## config.mk

```make
export PLATFORM = sky130hd
export DESIGN_NAME = axi_stream_packet_master
export DESIGN_NICKNAME = d
export VERILOG_FILES = /design/src/rtl/axi_stream_packet_master.sv
export SDC_FILE = /design/constraint.sdc
export NUM_CORES = 1
export LEC_CHECK = 0
export CORE_AREA = 2 2 107 109
export CTS_BUF_LIST = sky130_fd_sc_hd__clkbuf_4 sky130_fd_sc_hd__clkbuf_8
export DETAILED_ROUTE_END_ITERATION = 10
export DIE_AREA = 0 0 109 111
export PLACE_DENSITY = 0.78
export SYNTH_ARGS = -nofsm -noshare
export SYNTH_HDL_FRONTEND = slang
export SYNTH_SLANG_ARGS = --single-unit
```

## constraint.sdc

```tcl
create_clock -name clk -period 5.9 [get_ports clk]
set_input_delay 1.475 -clock clk [delete_from_list [all_inputs] [get_ports clk]]
set_output_delay 1.475 -clock clk [all_outputs]
set_load 0.03 [all_outputs]
```

## src/rtl/axi_stream_packet_master.sv

```systemverilog
// AXI4-Stream transmitter: frames a valid/ready word source into packets (TLAST from
// beat count or flush, TID latched at packet start) behind a fully registered 2-entry skid buffer.
module axi_stream_packet_master #(
  parameter int byte_width = 4,
  parameter int id_width   = 2,
  parameter int len_width  = 8,
  parameter int cnt_width  = 16
) (
  input  logic                    clk,
  input  logic                    reset,
  input  logic                    in_valid,
  output logic                    in_ready,
  input  logic [8*byte_width-1:0] in_data,
  input  logic [byte_width-1:0]   in_keep,
  input  logic                    in_flush,
  input  logic [len_width-1:0]    cfg_len,
  input  logic [id_width-1:0]     cfg_id,
  output logic                    tvalid,
  input  logic                    tready,
  output logic [8*byte_width-1:0] tdata,
  output logic [byte_width-1:0]   tstrb,
  output logic [byte_width-1:0]   tkeep,
  output logic                    tlast,
  output logic [id_width-1:0]     tid,
  output logic [cnt_width-1:0]    pkt_count,
  output logic                    busy
);

  localparam int dw = 8 * byte_width;

  // Handshakes: a transfer happens on a rising edge where valid && ready. A valid, once
  // raised, is held with its payload frozen until that transfer; ready never depends
  // combinationally on the other side's valid or ready.

  logic [len_width-1:0] beat_cnt;
  logic [len_width-1:0] len_q;
  logic [len_width-1:0] cur_len;
  logic [id_width-1:0]  id_q;
  logic [id_width-1:0]  cur_id;
  logic                 accept;
  logic                 cur_last;
  logic                 out_free;
  logic                 skid_valid;
  logic                 skid_valid_next;
  logic [dw-1:0]        skid_data;
  logic [byte_width-1:0] skid_keep;
  logic                 skid_last;
  logic [id_width-1:0]  skid_id;

  always_comb begin
    accept   = in_valid && in_ready;
    cur_len  = (beat_cnt == '0) ? cfg_len : len_q;
    cur_id   = (beat_cnt == '0) ? cfg_id : id_q;
    // cfg_len of 0 wraps to all-ones here, giving a 2^len_width beat packet.
    cur_last = in_flush || (beat_cnt == (cur_len - len_width'(1)));
    out_free = !tvalid || tready;
    skid_valid_next = out_free ? 1'b0 : (skid_valid || accept);
  end

  assign tstrb = tkeep;
  assign busy  = (beat_cnt != '0) || tvalid || skid_valid;

  always_ff @(posedge clk or posedge reset) begin
    if (reset) begin
      in_ready   <= 1'b0;
      beat_cnt   <= '0;
      len_q      <= '0;
      id_q       <= '0;
      tvalid     <= 1'b0;
      tdata      <= '0;
      tkeep      <= '0;
      tlast      <= 1'b0;
      tid        <= '0;
      skid_valid <= 1'b0;
      skid_data  <= '0;
      skid_keep  <= '0;
      skid_last  <= 1'b0;
      skid_id    <= '0;
      pkt_count  <= '0;
    end else begin
      in_ready   <= !skid_valid_next;
      skid_valid <= skid_valid_next;

      if (accept) begin
        beat_cnt <= cur_last ? '0 : beat_cnt + len_width'(1);
        if (beat_cnt == '0) begin
          len_q <= cfg_len;
          id_q  <= cfg_id;
        end
      end

      // Skid content is older than any new word, so it drains to the output first.
      if (out_free) begin
        if (skid_valid) begin
          tvalid <= 1'b1;
          tdata  <= skid_data;
          tkeep  <= skid_keep;
          tlast  <= skid_last;
          tid    <= skid_id;
        end else if (accept) begin
          tvalid <= 1'b1;
          tdata  <= in_data;
          tkeep  <= in_keep;
          tlast  <= cur_last;
          tid    <= cur_id;
        end else begin
          tvalid <= 1'b0;
        end
      end else if (accept) begin
        skid_data <= in_data;
        skid_keep <= in_keep;
        skid_last <= cur_last;
        skid_id   <= cur_id;
      end

      if (tvalid && tready && tlast)
        pkt_count <= pkt_count + cnt_width'(1);
    end
  end

endmodule

```

==> out/summary.log <==
qor: synth.warnings_from_yosys 0
qor: placed_design.place_area 6604 sq um
qor: setup_path.path_class flip-flop to primary output
qor: setup_path.crit_slowest_cell sky130_fd_sc_hd__clkdlybuf4s50_1
qor: route.ant_nets 0
qor: finish.area_delta_synth_final 30.97%
qor: placed_design.detailedPlacementHpwl 8279 um
qor: floorplanning.overall_die_area 12100 sq um
qor: synth.register_bit_count_reported_by_yosys 115
qor: clock_network.clock_h_tree_levels 4
qor: grt.via_count_of_the_first_global_routing_pass 4179
qor: synth.post_synth_inst_count 488
qor: synth.fraction_of_synthesized_cell_area_taken_by_the_top_area_cell_type 0.5348
qor: grt.grt_pass1_wl 20230 um
qor: floorplanning.floorplan.io_pins 113
qor: synth.synth.top_cells.by_area sky130_fd_sc_hd__dfrtp_1 53%, sky130_fd_sc_hd__mux2_2 8.8%, sky130_fd_sc_hd__mux2i_1 7.4%
qor: placed_design.place.port_buffers 112
qor: clock_network.cts_hold_repair.buffers 0
qor: sta.slew_viol_final 0
qor: setup_path.cp_top_family simple AND/OR/NAND/NOR gates
qor: synth.synth.cell_area 5381 sq um
qor: finish.net_count_of_the_finished_layout 650
qor: finish.fin_cells 751
qor: status.run_status finished, final reports clean
qor: synth.post-synth-top-count-cell sky130_fd_sc_hd__dfrtp_1
qor: route.post_drt_wl_per_cell 15.93 um
qor: clock_network.numClockSinks 115
qor: clock_network.numCtsBuffers 17
qor: clock_network.cts_tree done
qor: grt.combined_global_route_utilization_of_all_metal_layers 0.2155
qor: power.share_seq_of_total_power 0.377
qor: placed_design.gp_routability_congestion 0.9303
qor: floorplanning.die_width 109 um
qor: placed_design.placed_cells 719
qor: placed_design.dp_worst_setup_slack 1681 ps
qor: sta.number_of_endpoints_with_negative_hold_slack_in_the_final_report 0
qor: sta.setup_viol_count_final 0
qor: synth.library_cell_occupying_the_most_area_in_the_post_synthesis_netlist sky130_fd_sc_hd__dfrtp_1
qor: setup_path.cp_slowest_stage_delay 600 ps
qor: setup_path.crit_path_start_kind flip-flop
qor: clock_network.clkTransAtPathRegs 70 ps
qor: power.p_leak 2.955 nW
qor: worst_hold_path.min_path_type flip-flop to flip-flop
qor: synth.synthesized_net_count 543
qor: sta.post-route-min-period 4480 ps
qor: power.switching_share 0.3567
qor: route.viasPerCell 5.356
qor: sta.maximum_achievable_frequency 223.2 MHz
qor: finish.finish.utilization 0.6363
qor: run.max-cap-violations 0
qor: setup_path.cp_cell_sequence inv_1 -> ha_1 -> nor3b_1 -> nand2_1 -> or3_1 -> clkdlybuf4s50_1
qor: clock_network.clock_tree.buffer_depth 2
qor: setup_path.worstPathArrival 3000 ps
qor: sta.setup_repair_after_global_routing_missed_its_margin false
qor: synth.ys_dominant_reg_cell sky130_fd_sc_hd__dfrtp_1
qor: sta.tightestPinTransition 986.0 ps
qor: floorplanning.core_region_area 11080 sq um
qor: sta.hold-worst-slack 473.5 ps
qor: synth.syn-mean-instance-area 11.03 sq um
qor: sta.max-slew-margin-rel 0.3403
qor: route.detailedRoute.firstPassIterationCount 4
qor: power.total_switching_power 1.125 mW
qor: clock_network.clk-insertion-delay-late 430 ps
qor: route.drt_iter0_markers 214
qor: floorplanning.floorplan.initialDensity 0.4858
qor: clock_network.cts_root_buf sky130_fd_sc_hd__clkbuf_8
qor: grt.grt_antenna_before_repair 0
qor: power.p_comb_frac 0.366
qor: synth.asyncSetResetFlopFracSynth 1.000
qor: synth.yosysSeqAreaShare 0.5348
qor: power.total_power 3.153 mW
qor: route.detail_route.drc_violations 0
qor: setup_path.critical_path_peak_fanout 5
qor: route.total_vias_in_the_final_route 4022
qor: sta.layout_worst_path_cycle_share 0.7592
qor: clock_network.post-cts-setup-buffer-count 0
qor: sta.fin_tns_setup 0 ps
qor: power.powerDensity 447.4 nW/um^2
qor: floorplanning.die-height 111 um
qor: floorplanning.placementRows 39
qor: power.internal-power 2.028 mW
qor: synth.ys_types 51
qor: finish.stdcell_area 7048 sq um
qor: finish.fraction_of_layout_cells_with_a_size_suffix_above_1 0.1447
qor: clock_network.post_cts_resized 0
qor: finish.antenna-diode-count 0
qor: route.wl 11960 um
qor: power.vdd_drop_max 211.5 uV
qor: synth.post_synth_most_frequent_cells 115 x sky130_fd_sc_hd__dfrtp_1, 66 x sky130_fd_sc_hd__nand2_1, 54 x sky130_fd_sc_hd__o21ai_0
qor: grt.remaining_global_route_overflow 0
qor: setup_path.worst-path-buf-inv 2
qor: setup_path.worstSetupEndpointType primary output
qor: synth.synth-edff-count 0
qor: setup_path.critical_path_required 4430 ps
qor: grt.grt_max_degree 47
qor: sta.worst_setup_margin 1420 ps
qor: sta.clock_skew 8.600 ps
qor: power.clkPwrFrac 0.257
[flip-flops by register name, summed over array words and instances, names as in the netlist]
| name | count |
|---|---|
| skid_last | 1 |
| tid | 2 |
| beat_cnt | 8 |
| tvalid | 1 |
| tkeep | 4 |
| pkt_count | 16 |
| skid_data | 32 |
| skid_valid | 1 |
| tlast | 1 |
| id_q | 2 |
| len_q | 8 |
| in_ready | 1 |
| tdata | 32 |
| skid_id | 2 |
| skid_keep | 4 |
[per-layer routing]
| metal | track usage | wire (um) |
|---|---|---|
| met4 | 0.07265 | 237 |
| met3 | 0.09700 | 984 |
| met2 | 0.3400 | 5743 |
| met1 | 0.2610 | 4999 |
| met5 | 0 | 0 |
[placed cells by master (no fill, tap or decap), drive strengths merged, types with 5 or more instances in the layout]
cell type	count
dfrtp	115
clkdlybuf4s50	112
nand2	66
o21ai	57
mux2	42
mux2i	40
clkbuf	22
xnor2	17
nor2	17
inv	10
nand3	9
or3	8
nand4	7
xor2	7
clkinv	6
nand2b	5
buf	5
[cell families (layout without fill, tap and decap cells)]
group                    after synthesis  in the layout  share of synthesized area
AND/OR/NAND/NOR                      135            135                     0.1214
flip-flops                           115            115                     0.5348
AO/OA/AOI/OAI                         89             89                     0.1016
multiplexers                          82             82                     0.1623
buffers and inverters                 39            159                    0.03162
XOR/XNOR                              24             24                    0.03906
adder cells (fa/ha/maj)                4              4                   0.009301
[cell type report]
type	count	area, sq um
Multi-Input combinational cell	334	2347
Sequential cell	115	2879
Clock inverter	10	153.9
Fill cell	877	4029
Clock buffer	22	290.3
Inverter	10	40.04
Timing Repair Buffer	117	1159
Tap cell	143	178.9
[power groups by stage]
| stage | sequential [mW] | clock, mW | combinational (mW) |
|---|---|---|---|
| 2_1_floorplan | 1.33 | 0 | 0.608 |
| 3_3_place_gp | 1.19 | 0 | 1.13 |
| 3_5_place_dp | 1.20 | 0 | 1.16 |
| 4_1_cts | 1.19 | 0.829 | 1.16 |
| 5_1_grt | 1.22 | 0.867 | 1.25 |
| 6_report | 1.19 | 0.811 | 1.15 |
[final timing paths]
kind,depth (start not counted),endpoint,slack (ps),start
worst max-delay path,6,busy,1420,beat_cnt[0]$_DFFE_PP0P_
worst min-delay path,1,pkt_count[15]$_DFFE_PP0P_,470,pkt_count[15]$_DFFE_PP0P_
worst max register to register,11,beat_cnt[2]$_DFFE_PP0P_,1880,beat_cnt[2]$_DFFE_PP0P_
worst min register to register,1,pkt_count[15]$_DFFE_PP0P_,470,pkt_count[15]$_DFFE_PP0P_
max in group asynchronous,3,skid_valid$_DFF_PP0_,3590,reset
min in group asynchronous,2,tdata[26]$_DFFE_PP0P_,1420,reset
Power figures use the tool's default switching activity.
